[config.mk]
export PLATFORM = sky130hd
export DESIGN_NAME = if_fetch_unit
export DESIGN_NICKNAME = d
export VERILOG_FILES = /design/src/rtl/mips_pkg.sv /design/src/rtl/fetch_skid_buf.sv /design/src/rtl/if_fetch_unit.sv
export SDC_FILE = /design/constraint.sdc
export NUM_CORES = 1
export LEC_CHECK = 0
export BUFFER_PORTS_ARGS = -buffer_cell sky130_fd_sc_hd__buf_2
export CORE_UTILIZATION = 25
export CTS_CLUSTER_DIAMETER = 30
export DETAILED_ROUTE_END_ITERATION = 10
export PLACE_DENSITY = 0.53
export SLEW_MARGIN = 10
export SYNTH_ARGS = -nofsm -noshare
export SYNTH_HDL_FRONTEND = slang
export SYNTH_SLANG_ARGS = --single-unit
[constraint.sdc]
create_clock -name clk -period 2.2 [get_ports clk]
set_input_delay 0.44 -clock clk [delete_from_list [all_inputs] [get_ports clk]]
set_output_delay 0.44 -clock clk [all_outputs]
set_load 0.05 [all_outputs]
[src/rtl/mips_pkg.sv]
// Shared fetch-stage definitions: state encodings, widths and the PC increment.
package mips_pkg;
   localparam int          INST_W       = 32;
   localparam logic [31:0] PC_INC       = 32'd4;
   localparam logic [31:0] RESET_PC_DEF = 32'h0000_0000;

   typedef enum logic [1:0] {
      F_IDLE = 2'd0,
      F_REQ  = 2'd1,
      F_DROP = 2'd2
   } fetch_state_t;

   function automatic logic [31:0] pc_next(input logic [31:0] pc);
      return pc + PC_INC;
   endfunction
endpackage

[src/rtl/fetch_skid_buf.sv]
// Output slot plus one-entry skid for the IF stage; data word is {inst, pc+4}.
module fetch_skid_buf
   import mips_pkg::*;
(
   input  logic                  clk,
   input  logic                  rst,
   input  logic                  in_valid,
   input  logic [2*INST_W-1:0]   in_data,
   input  logic                  consume,
   input  logic                  clear,
   output logic                  out_valid,
   output logic [2*INST_W-1:0]   out_data,
   output logic                  skid_full
);
   logic                r_slot_v;
   logic                r_skid_v;
   logic [2*INST_W-1:0] r_slot;
   logic [2*INST_W-1:0] r_skid;

   always_ff @(posedge clk) begin
      if (rst) begin
         r_slot_v <= 1'b0;
         r_skid_v <= 1'b0;
         r_slot   <= '0;
         r_skid   <= '0;
      end else if (clear) begin
         r_slot_v <= 1'b0;
         r_skid_v <= 1'b0;
      end else if (in_valid) begin
         // the skid is never full when new data arrives: no request is issued then
         if (!r_slot_v || consume) begin
            r_slot_v <= 1'b1;
            r_slot   <= in_data;
         end else begin
            r_skid_v <= 1'b1;
            r_skid   <= in_data;
         end
      end else if (consume) begin
         r_slot_v <= r_skid_v;
         if (r_skid_v)
            r_slot <= r_skid;
         r_skid_v <= 1'b0;
      end
   end

   assign out_valid = r_slot_v;
   assign out_data  = r_slot;
   assign skid_full = r_skid_v;
endmodule

[src/rtl/if_fetch_unit.sv]
// IF-stage producer: owns the PC, fetches over imem req/ack, feeds IF/ID via a slot+skid.
//   state  | meaning
//   F_IDLE | no request outstanding; skid full, waiting for IF/ID to drain
//   F_REQ  | request outstanding at pc; returned data is kept
//   F_DROP | request outstanding at the pre-redirect address; returned data is discarded
module if_fetch_unit
   import mips_pkg::*;
#(
   parameter logic [31:0] RESET_PC = RESET_PC_DEF
)(
   input  logic              clk,
   input  logic              rst,
   input  logic              Stall,
   input  logic              redirect,
   input  logic [31:0]       redirect_pc,
   output logic              imem_req,
   output logic [31:0]       imem_addr,
   input  logic              imem_ack,
   input  logic [INST_W-1:0] imem_rdata,
   output logic [INST_W-1:0] IF_inst_in,
   output logic [31:0]       IF_PC_Plus_4,
   output logic              inst_en
);
   fetch_state_t          r_state;
   logic [31:0]           r_pc;
   logic [31:0]           r_drop_addr;
   logic                  w_consume;
   logic                  w_keep;
   logic                  w_out_valid;
   logic                  w_skid_full;
   logic [2*INST_W-1:0]   w_out_data;

   assign w_consume = w_out_valid & ~Stall;
   assign w_keep    = (r_state == F_REQ) & imem_ack & ~redirect;

   fetch_skid_buf u_skid (
      .clk       (clk),
      .rst       (rst),
      .in_valid  (w_keep),
      .in_data   ({imem_rdata, pc_next(r_pc)}),
      .consume   (w_consume),
      .clear     (redirect),
      .out_valid (w_out_valid),
      .out_data  (w_out_data),
      .skid_full (w_skid_full)
   );

   always_ff @(posedge clk) begin
      if (rst) begin
         r_state     <= F_REQ;
         r_pc        <= RESET_PC;
         r_drop_addr <= RESET_PC;
      end else if (redirect) begin
         r_pc <= redirect_pc;
         // an unacked request must keep its address until memory answers
         if (r_state != F_IDLE && !imem_ack) begin
            r_state <= F_DROP;
            if (r_state == F_REQ)
               r_drop_addr <= r_pc;
         end else begin
            r_state <= F_REQ;
         end
      end else begin
         case (r_state)
            F_REQ: begin
               if (imem_ack) begin
                  r_pc <= pc_next(r_pc);
                  if (w_out_valid && !w_consume)
                     r_state <= F_IDLE;
               end
            end
            F_DROP: begin
               if (imem_ack)
                  r_state <= F_REQ;
            end
            F_IDLE: begin
               if (w_consume || !w_skid_full)
                  r_state <= F_REQ;
            end
            default: r_state <= F_REQ;
         endcase
      end
   end

   assign imem_req     = (r_state == F_REQ || r_state == F_DROP) && !rst;
   assign imem_addr    = (r_state == F_DROP) ? r_drop_addr : r_pc;
   assign IF_inst_in   = w_out_data[2*INST_W-1:INST_W];
   assign IF_PC_Plus_4 = w_out_data[31:0];
   assign inst_en      = w_out_valid;
endmodule

* Yosys cells after proc, flatten, opt, wreduce, memory -nomap -nowiden *
Cells that the tools add are included.

word-level totals
  register bits after elaboration = 196
  output and inout bits = 98
  word-level logic and storage cells = 68

cells by class
  $add $sub $neg = 1
  equality and inequality tests = 8
  mux-type cells = 21
  bitwise gates (word level) = 6
  reductions and logical operators = 25

operators with widths
  kind                   number
  $mux 64                4
  $mux 32                4
  $add 32x3->32 const B  1
  $mux 2                 6
  $reduce_bool 2->1      5
  $ne 3x3->1 const B     3
  $reduce_and 4->1       2
  $mux 1                 6
  $pmux 2 s3             1
  $reduce_and 2->1       3
  $reduce_and 3->1       2
  $logic_not 1->1        5
  $ne 2x2->1 const B     2
  $and 1x1->1            3
  $logic_and 1x1->1      3
  $logic_or 1x1->1       3
  $ne 3x2->1 const B     1
  $not 1->1              3
  $eq 2x1->1 const B     1
  $eq 2x2->1 const B     1
  $logic_not 2->1        1
  $reduce_or 2->1        1

* Longest topological paths before layout *
  word-level depth = 8
  gate-level depth with buffers = 10

* Modules after synthesis *
Synthesis repeated with hierarchy kept, for this count alone.

second synthesis, totals
  cells, all modules = 1,108
  area, all modules = 10,138.5 um^2

by module, submodules not included
  module          instances  cells an instance  area an instance (um^2)  seq. area each (um^2)
  fetch_skid_buf  1          590                6,092.1                  2,602.5
  if_fetch_unit   1          518                4,046.4                  1,321.3

* Least setup slack after synthesis *
Ideal clock, no wire load.

  path kind = reg-to-output
  from = register r_state[0]
  to = output port imem_addr[17]
  arrival = 2.085 ns
  required time = 1.760 ns
  setup slack = -0.325 ns
  stages on the path, launching flop included = 6
  buffers on the path = 2
  cell sequence = dfxtp_1 -> inv_1 -> ha_1 -> clkbuf_1 -> buf_1 -> o21ai_0

on the way
  longest elaborated chain between the ends = 2

ends and longest elaborated chain
  element                 line                 source
  start, declared         if_fetch_unit.sv:24  fetch_state_t r_state;
  start signal, assigned  if_fetch_unit.sv:50  r_state <= F_REQ;
  start signal, assigned  if_fetch_unit.sv:57  r_state <= F_DROP;
  start signal, assigned  if_fetch_unit.sv:61  r_state <= F_REQ;
  $eq 2x2->1              if_fetch_unit.sv:86  assign imem_addr = (r_state == F_DROP) ? r_drop_addr : r_pc;
  $mux 32                 if_fetch_unit.sv:86
  end, declared           if_fetch_unit.sv:17  output logic [31:0] imem_addr,

Every way passes these cells.

* Worst setup path in the final report *
  from = register r_state[0]
  to = output port imem_addr[11]

The elaborated chain is that of the path after synthesis.

==> flow_summary.yaml <==
floorplan:
  fp.dieW_um: 192
  rows: 69
  die_area_mm2: 0.0368
  coreArea_mm2: 0.0355
  initial_utilization: 0.254
  fp.dieH_um: 192
  io_pins: 167
power:
  switching_share: 0.312
  p_seq_frac: 0.448
  leakagePower_nw: 4.29
  internal_power_w: 0.00580
  p_sw_w: 0.00263
  ir_worst_vdd_mv: 0.566
  p_clk_frac: 0.373
  power_density_mw_per_mm2: 715
  comb_power_share: 0.178
drt:
  via_count: 8524
  drt_iter0_drc: 596
  wl_per_cell_um: 17.0
  totalWireLength_um: 29900
  drc: 0
  dr.pass1.iters: 5
  via_per_inst: 4.84
  ant_nets: 0
worst_setup_path:
  crit_slowest_cell: "dfxtp_2"
  max_stage_delay_ps: 330
  rr_endpoint: "r_pc[29]"
  worst-setup-path-type: "reg -> out"
  end_kind: "primary output"
  worstSetupEndpoint: "imem_addr[11]"
  start_kind: "flip-flop"
  r2r-start: "r_pc[14]"
  setup.worst_path.start: "r_state[0]"
  cp.arrival_ps: 1810
  r2r_slack_ps: 90
  required_ps: 1760
  r2r_cells: 5
  critPathMaxFanout: 5
  path_cells: "inv_2, ha_4, buf_6, buf_12, mux2_4, buf_8"
grt:
  grt_max_degree: 87
  grt_pass1_vias: 7792
  antenna_found_initial: 0
  grt_util_met2: 0.257
  grt_pass1_wl_um: 45800
  use_met1: 0.227
  gr-usage-all-layers: 0.162
  overflow: 0
  grt_use_met3: 0.0334
  grt-busiest-layer: "met2"
clocking:
  cts_sinks: 196
  htreeDepth: 4
  numCtsBuffers: 17
  cts_hold_buf: 0
  clkTransAtPathRegs_ps: 80
  cts_tree: "built"
  cts.path.max_buffers: 2
  cts_root_buf: "clkbuf_16"
  insertion_delay_ps: 440
timing:
  setup_ws_ps: -45.2
  rsz0062_at_grt: "yes"
  timing.hold.ws_ps: 243
  fin_setup_tns_ps: -594
  fmax_mhz: 445
  finalSetupViolCount: 22
  slew_headroom: 0.538
  skew_ps: 12.5
  post-route-min-period_ps: 2250
  worst_slew_pin_slew_ps: 694
  hold_viol: 0
  timing.final.crit_share: 1.02
  drv_slew: 0
synth:
  synth.distinct_cells: 50
  yosysTopAreaCell: "dfxtp_1"
  syn_area_per_cell_um2: 7.87
  syn_inst: 1144
  synth_edf_count: 0
  synthTopCellsByCount: "260 x nand2_1, 196 x dfxtp_1, 124 x nor2_1"
  synthDominantCellAreaShare: 0.436
  synth_area_mm2: 0.00900
  synth.yosys.seq_area_share: 0.436
  async_reset_ff_frac: 0
  ys_ff_latch: 196
  synth_area_leaders: "dfxtp_1 44%, nand2_1 11%, a21oi_1 5.8%"
  synthesis.nets: 1217
  ys_warn_count: 0
  synth.most_common_cell: "nand2_1"
  synth_ff_type: "dfxtp_1"
placement:
  dp_hpwl_um: 20100
  gp_congestion: 0.896
  io_buffers: 166
layout:
  diodes: 0
  final_util: 0.332
  nNetsFinal: 1361
  area_growth_pct: 30.9
  drive_gt1_frac: 0.254
status:
  status: "finished, violations left"
  violations: "setup timing"
worst_hold_path:
  hold_class: "in -> reg"
job:
  drv_cap: 0
-- state kept, by name, summed over array words and instances (netlist names) --
signal and flops:
r_pc 32, r_drop_addr 32, u_skid.out_data 64, u_skid.skid_full 1, u_skid.r_skid 64, r_state 2
u_skid.out_valid 1
-- layout make-up --
| type | instances | area (µm²) |
|---|---|---|
| fillers | 3782 | 23700 |
| multi-input cells | 822 | 4740 |
| flip-flops and latches | 196 | 3930 |
| repair buffers | 245 | 1940 |
| well taps | 461 | 577 |
| clock buffers | 19 | 433 |
| clock inverters | 13 | 140 |
| inverters | 6 | 22.5 |
-- metrics by stage --
step / cells / power (W) / area [µm²] / worst slack [ps]
floorplan: 1144 / 0.00476 / 9050 / -325
global placement: 1721 / 0.00521 / 10600 / 90.9
detailed placement: 1721 / 0.00522 / 10600 / 34.4
CTS: 1762 / 0.00851 / 11700 / -48.6
global route: 1762 / 0.00881 / 11800 / -107
finish: 1762 / 0.00843 / 11800 / -45.2
-- power by group through the flow --
stage | Clock [W] | Combinational, W | Sequential (W)
5_1_grt | 0.00341 | 0.00161 | 0.00380
3_3_place_gp | 0 | 0.00135 | 0.00385
6_report | 0.00315 | 0.00150 | 0.00378
4_1_cts | 0.00324 | 0.00149 | 0.00378
2_1_floorplan | 0 | 0.000738 | 0.00402
3_5_place_dp | 0 | 0.00136 | 0.00386
-- metal layers --
metal / part of all wire / wire (µm)
met4: 0.0091 / 271
met2: 0.46 / 13600
met3: 0.057 / 1690
met1: 0.48 / 14300
met5: 0 / 0
-- critical path, delay by kind of cell (launching register included) --
family,cells,cell delay (ps)
adders and majority gates,1,190
DFF,1,330
muxes,1,310
buffers and inverters,4,510
-- cells by family (layout without fill, tap and decap cells) --
group / after synthesis / in the layout / synth area share
buf+inv: 126 / 283 / 0.0577
flops: 196 / 196 / 0.436
fa+ha+maj: 4 / 4 / 0.00556
simple gates: 501 / 501 / 0.244
compound gates: 237 / 237 / 0.170
xor+xnor: 46 / 46 / 0.0447
mux: 34 / 34 / 0.0420
-- worst min path at each step --
stage,from,endpoint,slack [ps],cells past startpoint
final,imem_rdata[27],u_skid.r_skid[59],240,3
after global routing,redirect_pc[11],r_pc[11],230,3
after CTS,imem_rdata[5],u_skid.r_skid[37],220,3
after detailed placement,r_drop_addr[10],r_drop_addr[10],450,2
after global placement,r_drop_addr[29],r_drop_addr[29],440,2
after floorplan,r_drop_addr[0],r_drop_addr[0],430,2
-- cell usage in the layout, fill, tap and decap left out, drive strengths merged, types with 2 or more instances in the layout --
| cell | netlist | final |
|---|---|---|
| a211o | 10 | 10 |
| a211oi | 41 | 41 |
| a21oi | 104 | 104 |
| a311oi | 39 | 39 |
| a31oi | 9 | 9 |
| and2 | 3 | 3 |
| and3 | 12 | 12 |
| and3b | 2 | 2 |
| and4 | 7 | 7 |
| buf | 22 | 243 |
| clkbuf | 98 | 21 |
| clkinv | 1 | 5 |
| dfxtp | 196 | 196 |
| ha | 4 | 4 |
| inv | 5 | 12 |
| mux2 | 30 | 30 |
| mux2i | 4 | 4 |
| nand2 | 260 | 260 |
| nand2b | 2 | 2 |
| nand3 | 27 | 27 |
| nand4 | 14 | 14 |
| nand4b | 2 | 2 |
| nor2 | 124 | 124 |
| nor2b | 4 | 4 |
| nor3 | 19 | 19 |
| nor4 | 14 | 14 |
| o211ai | 3 | 3 |
| o21ai | 14 | 14 |
| o22ai | 5 | 5 |
| o31a | 2 | 2 |
| o31ai | 5 | 5 |
| or3 | 2 | 2 |
| or4 | 7 | 7 |
| xnor2 | 19 | 19 |
| xor2 | 27 | 27 |
-- repair_timing --
item,in CTS,in global routing
gates resized for setup,114,24
gates cloned,4,1
buffers inserted,5,0
endpoints found under the setup margin,32,39
pin swaps,1,0
(Power assumes the default switching activity.)
